[src/rtl/gcd_stream_if.sv]
// Valid/ready operand and result channel for the GCD stream engine.
// The producer/consumer side uses master; the engine uses slave.
interface gcd_stream_if #(
  parameter int WIDTH = 8
);
  logic             in_valid;
  logic             in_ready;
  logic [WIDTH-1:0] a;
  logic [WIDTH-1:0] b;
  logic             out_valid;
  logic             out_ready;
  logic [WIDTH-1:0] y;
  logic             error;
  logic [WIDTH-1:0] iter;
  logic             busy;

  modport master (
    output in_valid, a, b, out_ready,
    input  in_ready, out_valid, y, error, iter, busy
  );

  modport slave (
    input  in_valid, a, b, out_ready,
    output in_ready, out_valid, y, error, iter, busy
  );
endinterface

[src/rtl/gcd_stream_engine.sv]
// Handshaked subtract-and-compare GCD engine, one subtraction per cycle,
// with zero-operand shortcuts, an iteration budget and output backpressure.
module gcd_stream_engine #(
  parameter int WIDTH    = 8,
  parameter int MAX_ITER = 2**WIDTH - 1
) (
  input  logic        i_clk,
  input  logic        i_rst,
  gcd_stream_if.slave bus
);

  typedef enum logic [1:0] {
    S_IDLE,
    S_CALC,
    S_DONE
  } state_t;

  localparam logic [WIDTH-1:0] LP_MAX_ITER = WIDTH'(MAX_ITER);

  state_t           r_state;
  state_t           w_next_state;
  logic [WIDTH-1:0] r_a;
  logic [WIDTH-1:0] r_b;
  logic [WIDTH-1:0] r_count;
  logic [WIDTH-1:0] r_y;
  logic [WIDTH-1:0] r_iter;
  logic             r_error;

  logic w_accept;
  logic w_a_zero;
  logic w_b_zero;
  logic w_equal;
  logic w_timeout;
  logic w_a_gt_b;

  assign w_accept  = (r_state == S_IDLE) && bus.in_valid;
  assign w_a_zero  = (bus.a == '0);
  assign w_b_zero  = (bus.b == '0);
  assign w_equal   = (r_a == r_b);
  assign w_timeout = (r_count == LP_MAX_ITER);
  assign w_a_gt_b  = (r_a > r_b);

  // NOTE: next-state gets a default before the case so no path leaves it unassigned (no latch).
  always_comb begin
    w_next_state = r_state;
    case (r_state)
      S_IDLE: if (w_accept) w_next_state = (w_a_zero || w_b_zero) ? S_DONE : S_CALC;
      S_CALC: if (w_equal || w_timeout) w_next_state = S_DONE;
      S_DONE: if (bus.out_ready) w_next_state = S_IDLE;
      default: w_next_state = S_IDLE;
    endcase
  end

  // NOTE: sequential state uses non-blocking assignments so every register samples pre-edge values.
  always_ff @(posedge i_clk) begin
    if (i_rst) r_state <= S_IDLE;
    else       r_state <= w_next_state;
  end

  always_ff @(posedge i_clk) begin
    if (i_rst) begin
      r_a     <= '0;
      r_b     <= '0;
      r_count <= '0;
      r_y     <= '0;
      r_iter  <= '0;
      r_error <= 1'b0;
    end else begin
      case (r_state)
        S_IDLE: begin
          if (w_accept) begin
            if (w_a_zero || w_b_zero) begin
              // With at least one operand zero, OR yields the other one.
              r_y     <= bus.a | bus.b;
              r_error <= w_a_zero && w_b_zero;
              r_iter  <= '0;
            end else begin
              r_a     <= bus.a;
              r_b     <= bus.b;
              r_count <= '0;
            end
          end
        end
        S_CALC: begin
          if (w_equal) begin
            r_y     <= r_a;
            r_error <= 1'b0;
            r_iter  <= r_count;
          end else if (w_timeout) begin
            r_y     <= '0;
            r_error <= 1'b1;
            r_iter  <= r_count;
          end else if (w_a_gt_b) begin
            r_a     <= r_a - r_b;
            r_count <= r_count + 1'b1;
          end else begin
            r_b     <= r_b - r_a;
            r_count <= r_count + 1'b1;
          end
        end
        default: ;
      endcase
    end
  end

  assign bus.in_ready  = (r_state == S_IDLE);
  assign bus.busy      = (r_state == S_CALC);
  assign bus.out_valid = (r_state == S_DONE);
  assign bus.y         = r_y;
  assign bus.error     = r_error;
  assign bus.iter      = r_iter;

endmodule

[src/flat_wrapper.sv]
// flat-port wrapper written by rule: the top's interface ports become plain ports
module gcd_stream_engine_flat 
#(
  parameter int WIDTH    = 8,
  parameter int MAX_ITER = 2**WIDTH - 1
)
  (i_clk, i_rst, bus_in_valid, bus_a, bus_b, bus_out_ready, bus_in_ready, bus_out_valid, bus_y, bus_error, bus_iter, bus_busy);
  gcd_stream_if #(.WIDTH(WIDTH)) bus_i ();
  input  logic i_clk;
  input  logic i_rst;
  input wire logic [$bits(bus_i.in_valid)-1:0] bus_in_valid;
  input wire logic [$bits(bus_i.a)-1:0] bus_a;
  input wire logic [$bits(bus_i.b)-1:0] bus_b;
  input wire logic [$bits(bus_i.out_ready)-1:0] bus_out_ready;
  output wire logic [$bits(bus_i.in_ready)-1:0] bus_in_ready;
  output wire logic [$bits(bus_i.out_valid)-1:0] bus_out_valid;
  output wire logic [$bits(bus_i.y)-1:0] bus_y;
  output wire logic [$bits(bus_i.error)-1:0] bus_error;
  output wire logic [$bits(bus_i.iter)-1:0] bus_iter;
  output wire logic [$bits(bus_i.busy)-1:0] bus_busy;
  assign bus_i.in_valid = bus_in_valid;
  assign bus_i.a = bus_a;
  assign bus_i.b = bus_b;
  assign bus_i.out_ready = bus_out_ready;
  assign bus_in_ready = bus_i.in_ready;
  assign bus_out_valid = bus_i.out_valid;
  assign bus_y = bus_i.y;
  assign bus_error = bus_i.error;
  assign bus_iter = bus_i.iter;
  assign bus_busy = bus_i.busy;
  gcd_stream_engine #(.WIDTH(WIDTH), .MAX_ITER(MAX_ITER)) u_core (.i_clk(i_clk), .i_rst(i_rst), .bus(bus_i));
endmodule
[config.mk]
export PLATFORM = sky130hd
export DESIGN_NAME = gcd_stream_engine_flat
export DESIGN_NICKNAME = d
export VERILOG_FILES = /design/src/rtl/gcd_stream_if.sv /design/src/rtl/gcd_stream_engine.sv /design/src/flat_wrapper.sv
export SDC_FILE = /design/constraint.sdc
export NUM_CORES = 1
export LEC_CHECK = 0
export CAP_MARGIN = 20
export CORE_AREA = 2 2 82 84
export CTS_BUF_LIST = sky130_fd_sc_hd__clkbuf_4 sky130_fd_sc_hd__clkbuf_8
export DETAILED_ROUTE_END_ITERATION = 7
export DIE_AREA = 0 0 84 86
export DONT_BUFFER_PORTS = 1
export PLACE_DENSITY = 0.64
export SLEW_MARGIN = 10
export SYNTH_ARGS = -nofsm -noshare
export SYNTH_HDL_FRONTEND = slang
export SYNTH_SLANG_ARGS = --single-unit
[constraint.sdc]
create_clock -name i_clk -period 2.4 [get_ports i_clk]
set_clock_uncertainty 0.05 [all_clocks]
set_input_delay 0.24 -clock i_clk [delete_from_list [all_inputs] [get_ports i_clk]]
set_output_delay 0.24 -clock i_clk [all_outputs]
set_load 0.03 [all_outputs]
==> impl_metrics.yaml <==
yosys:
  mappedNetlistArea_um2: 2790
  ys_warn_count: 0
  synth_top_area_cell: "sky130_fd_sc_hd__dfxtp_1"
  async_reset_ff_share_pct: 0
  synth-main-ff-cell: "sky130_fd_sc_hd__dfxtp_1"
  synth.most_common_cell: "sky130_fd_sc_hd__dfxtp_1"
  synth_largest_type_area_fraction_pct: 30.9
  synthCells: 357
  postSynthAreaPerCell_um2: 7.81
  synth_fp_nets: 395
  ys_types: 49
  netlist_top_cells_count: "sky130_fd_sc_hd__dfxtp_1, sky130_fd_sc_hd__nor2_1, sky130_fd_sc_hd__a21oi_1, sky130_fd_sc_hd__nand2_1"
  synth_seq_area_share_pct: 30.9
  ys_top_cells_by_area: "sky130_fd_sc_hd__dfxtp_1, sky130_fd_sc_hd__ha_1, sky130_fd_sc_hd__nor2_1"
  synth_enable_flop_cells: 0
  synth-seq-cells: 43
pwr:
  power.leakage_nw: 1.22
  power.share.switching_pct: 43.2
  vdd.ir_drop.worst_v: 0.000573
  power_density_nw_per_um2: 1080
  comb_power_share_pct: 55.7
  seqPwrFrac_pct: 27.2
  netSwitchingPower_w: 0.00153
  internal_power_w: 0.00200
  power.clock.fraction_pct: 17.0
critical_path:
  crit-reg2reg-capture: "u_core.r_a[0]"
  startpoint_type: "flip-flop"
  arrival_ps: 2530
  timing.reg2reg.worst_path_depth: 10
  cp_data_required_time_ps: 2580
  crit_fanout: 8
  timing.rr.start: "u_core.r_a[0]"
  worst-r2r-setup-slack_ps: 40
  timing.setup.critical_path_class: "flip-flop to flip-flop"
  setup.worst_path.end_class: "flip-flop"
grt:
  grt_start_max_net_pins: 37
  first_global_vias: 2461
  number_of_antenna_violations_at_the_first_check_in_global_routing: 0
  grt_first_pass_wirelength_um: 12300
  global_route.overflow_total: 0
  track_usage_pct: 21.2
detailed_routing:
  drt-pass1-iter-count: 6
  wire_length_reported_by_the_detailed_router_um: 7880
  drt_drc_violations_left: 0
  drt-wirelength-per-cell_um: 17.3
  post_drt_via_cell_ratio: 5.86
  route.vias.total: 2665
  drt_iter0_markers: 206
  postRouteAntennaNets: 0
worst_hold_path:
  hold_path_depth: 2
  holdCritPathClass: "input port to flip-flop"
  timing.hold.worst.start: "i_rst"
  whs_endpoint: "u_core.r_b[6]"
timing:
  slew_headroom_pct: 58.5
  final.period_utilization_pct: 98.2
  fin_hold_ws_ps: 28.0
  worst_pin_slew_ps: 621
  timing_max_transition_violations_final: 0
  final_hold_viol_count: 0
  summed_negative_setup_slack_over_all_endpoints_ps: 0
  final-setup-viol-count: 0
  period_minus_slack_ps: 2360
  fmax_mhz: 424
  rsz0062_at_grt: "true"
clock_tree:
  cts_max_level: 2
  cts-root-to-sink-buffers: 2
  root_buffer: "sky130_fd_sc_hd__clkbuf_8"
  clkTransAtPathRegs_ps: 90
  cts_tree: "built"
  insertion_delay_ps: 310
  numCtsBuffers: 5
  cts.sink_count: 43
die:
  die_height_um: 86
  initial_utilization_pct: 44.4
  io-pin-count: 40
  core_area_um2: 6280
  dieArea_um2: 7220
  chipWidth_um: 84
  std_cell_rows: 29
finish:
  diodes: 0
  fillers: 611
  area.growth.synth_to_final_pct: 17.0
  drive_gt1_share_pct: 19.3
  final_net_count: 415
place:
  dp_hpwl_um: 5640
  port_buffers: 0
  gpl.final_weighted_congestion: 0.934
flow_run:
  maxCapViolCount: 0
status:
  run_status: "complete, no violations"
-- power by group through the flow --
stage | clock [W] | sequential [W] | combinational, W
3_5_place_dp | 0 | 0.000972 | 0.00173
2_1_floorplan | 0 | 0.000963 | 0.00126
5_1_grt | 0.000640 | 0.000976 | 0.00217
3_3_place_gp | 0 | 0.000966 | 0.00172
6_report | 0.000602 | 0.000961 | 0.00197
4_1_cts | 0.000614 | 0.000955 | 0.00177
-- flip-flops by register name (all words and copies together) (netlist names) --
register          cells
u_core.bus.error      1
u_core.bus.iter       8
u_core.bus.y          8
u_core.r_a            8
u_core.r_b            8
u_core.r_count        8
u_core.r_state        2
-- cell families (layout without fill, tap and decap cells) --
kind of cell | count (synthesis) | count (layout) | share of synthesized area [%]
AOI/OAI and AO/OA | 98 | 99 | 23.5
DFF | 43 | 43 | 30.9
buffers and inverters | 43 | 63 | 7.45
adders and majority gates | 18 | 18 | 8.61
and+or+nand+nor | 150 | 150 | 27.9
xor gates and xnor gates | 4 | 4 | 1.26
muxes | 1 | 1 | 0.359
-- placed cells by master, fill, tap and decap left out, types with 8 or more instances in the layout --
master,synthesis,routed
sky130_fd_sc_hd__a211oi_1,19,15
sky130_fd_sc_hd__a21oi_1,28,28
sky130_fd_sc_hd__and3_1,8,8
sky130_fd_sc_hd__buf_4,3,31
sky130_fd_sc_hd__dfxtp_1,43,41
sky130_fd_sc_hd__ha_1,16,12
sky130_fd_sc_hd__inv_1,20,20
sky130_fd_sc_hd__nand2_1,26,26
sky130_fd_sc_hd__nand2b_1,13,12
sky130_fd_sc_hd__nand3_1,13,13
sky130_fd_sc_hd__nor2_1,39,37
sky130_fd_sc_hd__nor3_1,20,19
sky130_fd_sc_hd__o21ai_0,20,20
-- worst max-delay path by stage --
stage	startpoint	slack, ps	to	cells after the start
5_1_grt	u_core.r_a[0]	-40	u_core.r_a[7]	10
3_5_place_dp	u_core.r_a[0]	2	u_core.r_b[5]	9
6_report	u_core.r_a[0]	40	u_core.r_a[0]	10
4_1_cts	u_core.r_b[7]	60	u_core.r_b[4]	8
2_1_floorplan	u_core.r_b[4]	30	u_core.r_b[5]	10
3_3_place_gp	u_core.r_a[0]	60	u_core.r_a[5]	10
-- final cells by class --
class                      instances  area [um^2]  share of cell area, %
inverter                          21         91.3                   2.80
multi-input combinational        272         1820                   55.8
clock inverter                     3         46.3                   1.42
sequential                        43          863                   26.4
timing repair buffer              34          275                   8.43
clock buffer                       5         68.8                   2.11
tap                               77         96.3                   2.95
-- what timing repair did --
item | CTS | global route
hold endpoints to repair | 36 | 0
setup buffers | 0 | 3
gates resized for setup | 2 | 18
hold buffers | 1 | 0
setup endpoints to repair | 9 | 34
cloned | 0 | 1
pin swaps | 0 | 2
-- layer usage --
metal | wire, um | vias up | GRT usage (%)
li1 | - | 1318 | -
met1 | 3430 | 1221 | 27.2
met2 | 3680 | 109 | 35.9
met3 | 660 | 17 | 5.58
met4 | 113 | 0 | 4.84
met5 | 0 | - | 0
-- critical path: stages, from the launching register on --
cell                       delay (ps)
sky130_fd_sc_hd__dfxtp_1          350
sky130_fd_sc_hd__inv_1             50
sky130_fd_sc_hd__ha_1             200
sky130_fd_sc_hd__fa_1             390
sky130_fd_sc_hd__nand2b_4         170
sky130_fd_sc_hd__a211oi_4         270
sky130_fd_sc_hd__nor3_2           110
sky130_fd_sc_hd__a211oi_4         240
sky130_fd_sc_hd__buf_6            180
sky130_fd_sc_hd__nor2_1            40
sky130_fd_sc_hd__a211oi_1         220
-- through the flow --
step	total power (W)	instance area, um^2	setup WS [ps]	cells	utilization [%]
final	0.00353	3260	42.4	455	52.0
after global placement	0.00268	3000	58.6	442	47.8
after global routing	0.00378	3260	-38.3	455	52.0
after floorplan	0.00223	2790	31.8	357	-
after CTS	0.00334	3150	63.7	451	50.1
after detailed placement	0.00270	3000	2.45	442	47.8
Note: power is estimated with default switching activity, not from simulation.
